## src/rtl/mem_arbiter_if.sv

```systemverilog
// Bundle of requester, RAM and debug signals for the two-port memory arbiter.
// The arbiter takes the slave view; requesters, the RAM model and checkers take the master view.
interface mem_arbiter_if #(
    parameter int ADDR_W = 12,
    parameter int DATA_W = 8
);
    // Port A (CPU)
    logic              a_req;
    logic              a_we;
    logic [ADDR_W-1:0] a_addr;
    logic [DATA_W-1:0] a_wdata;
    logic              a_gnt;
    logic              a_rvalid;
    logic [DATA_W-1:0] a_rdata;

    // Port B (boot loader / DMA)
    logic              b_req;
    logic              b_we;
    logic [ADDR_W-1:0] b_addr;
    logic [DATA_W-1:0] b_wdata;
    logic              b_gnt;
    logic              b_rvalid;
    logic [DATA_W-1:0] b_rdata;

    // RAM side
    logic [ADDR_W-1:0] mem_addr;
    logic [DATA_W-1:0] mem_data_in;
    logic              mem_we;
    logic [DATA_W-1:0] mem_data_out;

    // Internal state made visible for checkers
    logic [7:0]        dbg_wait_cnt;
    logic              dbg_last_b;

    // Handshake: a request stays asserted until the same-cycle X_gnt; an access
    // is taken at the posedge that ends a cycle with X_req && X_gnt. A granted
    // read returns X_rvalid for exactly the following cycle, with X_rdata.
    modport slave (
        input  a_req, a_we, a_addr, a_wdata,
        output a_gnt, a_rvalid, a_rdata,
        input  b_req, b_we, b_addr, b_wdata,
        output b_gnt, b_rvalid, b_rdata,
        output mem_addr, mem_data_in, mem_we,
        input  mem_data_out,
        output dbg_wait_cnt, dbg_last_b
    );

    modport master (
        output a_req, a_we, a_addr, a_wdata,
        input  a_gnt, a_rvalid, a_rdata,
        output b_req, b_we, b_addr, b_wdata,
        input  b_gnt, b_rvalid, b_rdata,
        input  mem_addr, mem_data_in, mem_we,
        output mem_data_out,
        input  dbg_wait_cnt, dbg_last_b
    );
endinterface

```

## src/rtl/mem_arbiter.sv

```systemverilog
// Two-requester arbiter in front of a single-port synchronous RAM (one access per clock).
// Define MEM_ARB_RR_EN for round-robin contention; otherwise fixed A priority with a B starvation guard.
module mem_arbiter #(
    parameter int ADDR_W   = 12,
    parameter int DATA_W   = 8,
    parameter int MAX_WAIT = 8
) (
    input  logic          clk,
    input  logic          reset,
    mem_arbiter_if.slave  bus
);

    localparam int CNT_W = 8;
    localparam logic [CNT_W-1:0] MAX_WAIT_C = CNT_W'(MAX_WAIT);

    if (MAX_WAIT < 1 || MAX_WAIT > 255) begin : g_bad_max_wait
        $error("mem_arbiter: MAX_WAIT must be in 1..255");
    end

    typedef enum logic {
        OWNER_A = 1'b0,
        OWNER_B = 1'b1
    } owner_t;

    owner_t           last_owner_q, last_owner_d;
    logic [CNT_W-1:0] wait_cnt_q,   wait_cnt_d;
    logic             a_rvalid_q,   a_rvalid_d;
    logic             b_rvalid_q,   b_rvalid_d;

    logic             a_gnt;
    logic             b_gnt;
    logic             b_wins;

    // Grant decision; reset gates everything so nothing is taken while it is high
    always_comb begin
        a_gnt  = 1'b0;
        b_gnt  = 1'b0;
        b_wins = 1'b0;
        if (!reset) begin
            if (bus.a_req && bus.b_req) begin
`ifdef MEM_ARB_RR_EN
                b_wins = (last_owner_q == OWNER_A);
`else
                b_wins = (wait_cnt_q == MAX_WAIT_C);
`endif
                a_gnt = !b_wins;
                b_gnt = b_wins;
            end else begin
                a_gnt = bus.a_req;
                b_gnt = bus.b_req;
            end
        end
    end

    // RAM steering: idle cycles present port A's address with writes disabled
    always_comb begin
        bus.mem_addr    = bus.a_addr;
        bus.mem_data_in = bus.a_wdata;
        bus.mem_we      = 1'b0;
        if (b_gnt) begin
            bus.mem_addr    = bus.b_addr;
            bus.mem_data_in = bus.b_wdata;
            bus.mem_we      = bus.b_we;
        end else if (a_gnt) begin
            bus.mem_we      = bus.a_we;
        end
    end

    always_comb begin
        a_rvalid_d   = a_gnt && !bus.a_we;
        b_rvalid_d   = b_gnt && !bus.b_we;

        last_owner_d = last_owner_q;
        if (a_gnt) begin
            last_owner_d = OWNER_A;
        end else if (b_gnt) begin
            last_owner_d = OWNER_B;
        end

`ifdef MEM_ARB_RR_EN
        wait_cnt_d = '0;
`else
        // Counts consecutive cycles B was asking but lost; saturates at MAX_WAIT
        wait_cnt_d = '0;
        if (bus.b_req && !b_gnt) begin
            wait_cnt_d = (wait_cnt_q == MAX_WAIT_C) ? wait_cnt_q : wait_cnt_q + 1'b1;
        end
`endif
    end

    always_ff @(posedge clk or posedge reset) begin
        if (reset) begin
            last_owner_q <= OWNER_B;
            wait_cnt_q   <= '0;
            a_rvalid_q   <= 1'b0;
            b_rvalid_q   <= 1'b0;
        end else begin
            last_owner_q <= last_owner_d;
            wait_cnt_q   <= wait_cnt_d;
            a_rvalid_q   <= a_rvalid_d;
            b_rvalid_q   <= b_rvalid_d;
        end
    end

    assign bus.a_gnt        = a_gnt;
    assign bus.b_gnt        = b_gnt;
    assign bus.a_rvalid     = a_rvalid_q;
    assign bus.b_rvalid     = b_rvalid_q;
    // Both read buses share the RAM output; rvalid says whose data it is
    assign bus.a_rdata      = bus.mem_data_out;
    assign bus.b_rdata      = bus.mem_data_out;
    assign bus.dbg_wait_cnt = wait_cnt_q;
    assign bus.dbg_last_b   = (last_owner_q == OWNER_B);

endmodule

```

## src/flat_wrapper.sv

```systemverilog
// flat-port wrapper written by rule: the top's interface ports become plain ports
module mem_arbiter_flat 
#(
    parameter int ADDR_W   = 12,
    parameter int DATA_W   = 8,
    parameter int MAX_WAIT = 8
)
  (clk, reset, bus_a_req, bus_a_we, bus_a_addr, bus_a_wdata, bus_a_gnt, bus_a_rvalid, bus_a_rdata, bus_b_req, bus_b_we, bus_b_addr, bus_b_wdata, bus_b_gnt, bus_b_rvalid, bus_b_rdata, bus_mem_addr, bus_mem_data_in, bus_mem_we, bus_mem_data_out, bus_dbg_wait_cnt, bus_dbg_last_b);
  mem_arbiter_if #(.ADDR_W(ADDR_W), .DATA_W(DATA_W)) bus_i ();
  input  logic clk;
  input  logic reset;
  input wire logic [$bits(bus_i.a_req)-1:0] bus_a_req;
  input wire logic [$bits(bus_i.a_we)-1:0] bus_a_we;
  input wire logic [$bits(bus_i.a_addr)-1:0] bus_a_addr;
  input wire logic [$bits(bus_i.a_wdata)-1:0] bus_a_wdata;
  output wire logic [$bits(bus_i.a_gnt)-1:0] bus_a_gnt;
  output wire logic [$bits(bus_i.a_rvalid)-1:0] bus_a_rvalid;
  output wire logic [$bits(bus_i.a_rdata)-1:0] bus_a_rdata;
  input wire logic [$bits(bus_i.b_req)-1:0] bus_b_req;
  input wire logic [$bits(bus_i.b_we)-1:0] bus_b_we;
  input wire logic [$bits(bus_i.b_addr)-1:0] bus_b_addr;
  input wire logic [$bits(bus_i.b_wdata)-1:0] bus_b_wdata;
  output wire logic [$bits(bus_i.b_gnt)-1:0] bus_b_gnt;
  output wire logic [$bits(bus_i.b_rvalid)-1:0] bus_b_rvalid;
  output wire logic [$bits(bus_i.b_rdata)-1:0] bus_b_rdata;
  output wire logic [$bits(bus_i.mem_addr)-1:0] bus_mem_addr;
  output wire logic [$bits(bus_i.mem_data_in)-1:0] bus_mem_data_in;
  output wire logic [$bits(bus_i.mem_we)-1:0] bus_mem_we;
  input wire logic [$bits(bus_i.mem_data_out)-1:0] bus_mem_data_out;
  output wire logic [$bits(bus_i.dbg_wait_cnt)-1:0] bus_dbg_wait_cnt;
  output wire logic [$bits(bus_i.dbg_last_b)-1:0] bus_dbg_last_b;
  assign bus_i.a_req = bus_a_req;
  assign bus_i.a_we = bus_a_we;
  assign bus_i.a_addr = bus_a_addr;
  assign bus_i.a_wdata = bus_a_wdata;
  assign bus_a_gnt = bus_i.a_gnt;
  assign bus_a_rvalid = bus_i.a_rvalid;
  assign bus_a_rdata = bus_i.a_rdata;
  assign bus_i.b_req = bus_b_req;
  assign bus_i.b_we = bus_b_we;
  assign bus_i.b_addr = bus_b_addr;
  assign bus_i.b_wdata = bus_b_wdata;
  assign bus_b_gnt = bus_i.b_gnt;
  assign bus_b_rvalid = bus_i.b_rvalid;
  assign bus_b_rdata = bus_i.b_rdata;
  assign bus_mem_addr = bus_i.mem_addr;
  assign bus_mem_data_in = bus_i.mem_data_in;
  assign bus_mem_we = bus_i.mem_we;
  assign bus_i.mem_data_out = bus_mem_data_out;
  assign bus_dbg_wait_cnt = bus_i.dbg_wait_cnt;
  assign bus_dbg_last_b = bus_i.dbg_last_b;
  mem_arbiter #(.ADDR_W(ADDR_W), .DATA_W(DATA_W), .MAX_WAIT(MAX_WAIT)) u_core (.clk(clk), .reset(reset), .bus(bus_i));
endmodule
```

## config.mk

```make
export PLATFORM = sky130hd
export DESIGN_NAME = mem_arbiter_flat
export DESIGN_NICKNAME = d
export VERILOG_FILES = /design/src/rtl/mem_arbiter_if.sv /design/src/rtl/mem_arbiter.sv /design/src/flat_wrapper.sv
export SDC_FILE = /design/constraint.sdc
export NUM_CORES = 1
export LEC_CHECK = 0
export ABC_AREA = 1
export CAP_MARGIN = 20
export CORE_MARGIN = 10
export CORE_UTILIZATION = 32
export DETAILED_ROUTE_END_ITERATION = 8
export GPL_ROUTABILITY_DRIVEN = 0
export PLACE_DENSITY = 0.86
export SLEW_MARGIN = 20
export SYNTH_ARGS = -nofsm -noshare
export SYNTH_HDL_FRONTEND = slang
export SYNTH_SLANG_ARGS = --single-unit
```

## constraint.sdc

```tcl
create_clock -name clk -period 2.8 [get_ports clk]
set_input_delay 0.28 -clock clk [delete_from_list [all_inputs] [get_ports clk]]
set_output_delay 0.28 -clock clk [all_outputs]
set_load 0.02 [all_outputs]
```

**Yosys cells after proc, flatten, opt, wreduce, memory -nomap -nowiden**

Index checks and enable logic that the tools add are counted.

- Register bits: 11
- Input port bits: 54
- Output and inout port bits: 50
- Word-level logic and storage cells: 28

- Add/sub/neg operators: 1
- Eq/ne operators: 2
- Mux-type cells: 12
- Reduce and logical (&&, ||, !) cells: 9

Operator list:

| kind | number |
|---|---|
| two-way mux 8 bit | 3 |
| two-way mux 12 bit | 1 |
| adder 8 x 1 -> 8 bit (second input constant) | 1 |
| == test 8 x 4 -> 1 bit (second input constant) | 1 |
| two-way mux 1 bit | 8 |
| logical AND 1 bit | 4 |
| logical NOT 1 bit | 4 |
| != test 2 bit (second input constant) | 1 |
| nonzero test 2 bit | 1 |

**Logic depth before layout (Yosys ltp)**

Gate-level depths: netlist of the first run.

- Depth after elaboration: 6
- Gate-level depth with buffers: 10
- Depth with buffers taken out: 9

**Worst setup path before layout of the first run**

No wires, ideal clock.

- Path kind: reg2out
- Start point: register u_core.wait_cnt_q[0] (netlist: u_core.bus.dbg_wait_cnt[0])
- End point: output bus_mem_data_in[0]
- Arrival time: 1.465 ns
- Required time: 2.520 ns
- Path slack: 1.055 ns
- Stages on the path, launching flop included: 11
- Buffers on the path: 1
- Cell sequence: dfrtp_1 > inv_1 > ha_1 > nand2_1 > nor2_1 > nand2_2 > nand2_4 > nand2_4 > buf_6 > nand2_1 > nand2_1

- Cells in the longest elaborated chain, start to end: 4

RTL lines:

| item | line | source |
|---|---|---|
| start, declared | mem_arbiter.sv:26 | `logic [CNT_W-1:0] wait_cnt_q, wait_cnt_d;` |
| start signal, assigned | mem_arbiter.sv:99 | `wait_cnt_q <= wait_cnt_d;` |
| == test 8 x 4 -> 1 bit | mem_arbiter.sv:44 | `b_wins = (wait_cnt_q == MAX_WAIT_C);` |
| two-way mux 1 bit | mem_arbiter.sv:40 | `if (bus.a_req && bus.b_req) begin` |
| two-way mux 1 bit | mem_arbiter.sv:39 | `if (!reset) begin` |
| two-way mux 8 bit | mem_arbiter.sv:60 | `if (b_gnt) begin` |
| end, declared | flat_wrapper.sv:27 | `output wire logic [$bits(bus_i.mem_data_in)-1:0] bus_mem_data_in;` |

No other way between the ends.

**Final worst setup path of the first run**

- Start point: register u_core.wait_cnt_q[0] (netlist: u_core.bus.dbg_wait_cnt[0])
- End point: output bus_mem_addr[10]

- Cells in the longest elaborated chain, start to end: 4

RTL lines:

| item | line | source |
|---|---|---|
| == test 8 x 4 -> 1 bit | mem_arbiter.sv:44 |  |
| two-way mux 1 bit | mem_arbiter.sv:40 |  |
| two-way mux 1 bit | mem_arbiter.sv:39 |  |
| two-way mux 12 bit | mem_arbiter.sv:60 |  |
| end, declared | flat_wrapper.sv:26 | `output wire logic [$bits(bus_i.mem_addr)-1:0] bus_mem_addr;` |

No other way between the ends.

==> results of run 1 <==
through the flow:
stage | cells | instance area (um2)
floorplan | 168 | 1070
global placement | 272 | 1780
detailed placement | 272 | 1780
CTS | 276 | 1810
global route | 276 | 1850
finish | 276 | 1850
flip-flops by register name, indices dropped and copies added, names as in the netlist:
register / count
u_core.bus.dbg_last_b: 1
u_core.bus.a_rvalid: 1
u_core.bus.b_rvalid: 1
u_core.bus.dbg_wait_cnt: 8
final cells by class:
type                       instances  area [um2]  area share, %
clock buffer                       4        26.3           1.42
inverter                          15        56.3           3.04
multi-input combinational        119         578           31.2
timing repair buffer              83         861           46.5
tap                               44        55.1           2.97
sequential                        11         277           14.9
synthesized netlist by cell type:
cell type / count / share of area [%]
nand2_2: 1 / 0.59
nand2_4: 2 / 2.1
dfrtp_1: 10 / 23
ha_1: 2 / 2.3
o21ai_0: 2 / 0.94
xor2_1: 2 / 1.6
buf_2: 3 / 1.4
nand2_1: 61 / 21
nor2_2: 3 / 1.8
dfstp_2: 1 / 2.5
nor2_1: 12 / 4.2
buf_4: 18 / 13
inv_1: 15 / 5.3
o2111ai_1: 3 / 2.5
buf_6: 2 / 2.1
nand4_1: 4 / 2.3
nand3_1: 27 / 13
final timing paths:
path | from | end | slack [ns] | depth (start not counted)
worst max-delay path | u_core.bus.dbg_wait_cnt[0]$_DFFE_PP0P_ | bus_mem_addr[10] | 0.18 | 10
max in group asynchronous | reset | u_core.bus.dbg_last_b$_DFFE_PP1P_ | 1.89 | 4
worst min-delay path | reset | u_core.bus.dbg_wait_cnt[2]$_DFFE_PP0P_ | 0.43 | 3
min in group clk | u_core.bus.dbg_last_b$_DFFE_PP1P_ | u_core.bus.dbg_last_b$_DFFE_PP1P_ | 0.47 | 2
worst max register to register | u_core.bus.dbg_wait_cnt[0]$_DFFE_PP0P_ | u_core.bus.dbg_wait_cnt[4]$_DFFE_PP0P_ | 1.05 | 9
worst min register to register | u_core.bus.dbg_last_b$_DFFE_PP1P_ | u_core.bus.dbg_last_b$_DFFE_PP1P_ | 0.47 | 2
cells by family (layout without fill, tap and decap cells):
logic type | after synthesis | count (layout) | share of synthesized area (%)
AOI/OAI and AO/OA | 5 | 5 | 3.40
xor gates and xnor gates | 2 | 2 | 1.64
adders and majority gates | 2 | 2 | 2.35
buffers and inverters | 38 | 102 | 21.5
DFF | 11 | 11 | 25.9
and+or+nand+nor | 110 | 110 | 45.2
worst max-delay path: cells and delay by family, from the launching register on:
kind,cells,cell delay [ns]
adders and majority gates,1,0.17
buffers and inverters,2,0.64
DFF,1,0.43
and+or+nand+nor,7,0.81
placed cells by master (no fill, tap or decap):
cell | netlist | layout
clkdlybuf4s50_1 | 0 | 68
nand2_1 | 61 | 61
nand3_1 | 27 | 27
inv_1 | 15 | 15
nor2_1 | 12 | 12
dlymetal6s2s_1 | 0 | 11
dfrtp_1 | 10 | 10
nand4_1 | 4 | 4
nor2_2 | 3 | 3
o2111ai_1 | 3 | 3
clkbuf_4 | 0 | 3
buf_4 | 18 | 3
nand2_8 | 0 | 2
o21ai_0 | 2 | 2
xor2_1 | 2 | 2
ha_1 | 2 | 2
nand2_2 | 1 | 1
clkbuf_1 | 0 | 1
buf_12 | 0 | 1
dfstp_2 | 1 | 1
layer usage:
layer	part of all wire [%]	up-vias
met3	9.3	6
met1	38	547
li1	-	645
met2	51	50
met4	1.8	0
met5	0	-
power groups by stage:
stage,clock [W],sequential [W],combinational (W)
after floorplan,0,0.000178,0.000122
after global placement,0,0.000173,0.000230
after detailed placement,0,0.000173,0.000233
after CTS,0.000113,0.000170,0.000234
after global routing,0.000124,0.000171,0.000249
final,0.000114,0.000170,0.000231
==> run metrics, run 1 <==
Worst Setup Start Kind flop; met3 Usage GRT approximately 5.5%; Sw Pwr around 0.00017 W; Final Hold Fails 0; CP Cell Sequence inv_1 > ha_1 > nand2_1 > nor2_1 > nand2_2 > nand2_8 > nand2_8 > nand2_1 > nand2_1 > clkdlybuf4s50_1; Area growth, synth to finish 73.8%; CP Data Required Time around 2.5 ns; DR vias/cell 4.52; post-CTS setup buffers 0; Max IR drop VDD 0.109 mV; Final Cycle Share 93.7%; Worst Hold Class input port to asynchronous set/reset pin; CTS clk-pin slew, worst paths around 0.08 ns; clock sink count 11; tightest hold margin ~0.43 ns; drt drc 0; Clock power frac about 22%; clock root buffer master clkbuf_4; Fmax 381 MHz; H-tree depth 1; hold buffers post-CTS 0; total power roughly 0.00052 W; max_slew headroom 64.2%; grt peak-use layer met2; CP endpoint kind output pin; Core Util, Final about 60%; router iterations before antenna repair 4; die span in x around 78 um; leakage dissipation 0.985 nW; mapped cell area ~1100 um2; Mapped Cells roughly 170; port buffer count between 70 and 80; Mean Syn Cell Area 6.35 um2; sequential fraction of the synthesis area roughly a quarter; status finished, final reports clean; most frequent CP cell nand2_1; Cell Int Power about 0.00035 W; Flop pwr share 33.0%; core area roughly 3100 um2; CP Max Fanout 24; pins over their slew limit 0; Combinational Power Share 44.8%; largest net degree at the start of global routing 25; Die Y roughly 78 um; Site Rows 20; GRT Overall Usage between 10% and 20%; total gr overflow 0; critical path's largest stage delay around 0.54 ns; post-detail-place hpwl approximately 3100 um; initial core utilization around a third; max-cap viol count 0; minimum clock period ~2.6 ns; fill count slightly above 300; share of post-route cells with drive strength above 1 ~6.0%; final setup violation count 0; worst slew pin tran between 0.5 and 0.6 ns; Yosys warnings 0; final worst slack between 0.15 and 0.2 ns; final WL around 3700 um; setup TNS 0 ns; WS Path Type flop to output pin; DR iter-0 viols 81; CTS tree yes; Num CTS Buffers 3; CP arrival between 2 and 2.5 ns; P per Cell Area approximately 280 nW/um2; post-synth cell types 17; post-route ant nets 0; Sw Share about a third; vias 1,248; number of global-route vias before repair between 1,000 and 1,500; Synth Net Count ~220; # nets final ~290; worst skew pair latency approximately 0.28 ns; GR met2 Demand/Resource around a fifth; clock skew around 0.0074 ns; Yosys reg bits 11; met1 Use GR approximately an eighth; clock buffer depth 2; Ports 104; DIE AREA between 6000 and 7000 um2; slowest CP cell clkdlybuf4s50_1; DP Worst Slack around 0.33 ns; Resized Gates After CTS 0; initial antenna violation count 0; first-pass GRT wire length 5950 um; DR WL/cell around 14 um; Inserted Diodes 0
Note: power is estimated with default switching activity, not from simulation.
==> run 2, diff against run 1 <==
Settings changed: CTS_CLUSTER_DIAMETER from default to 60.
==> results of run 2 <==
No change in the layout: final DEF, timing and power equal those of run 1.
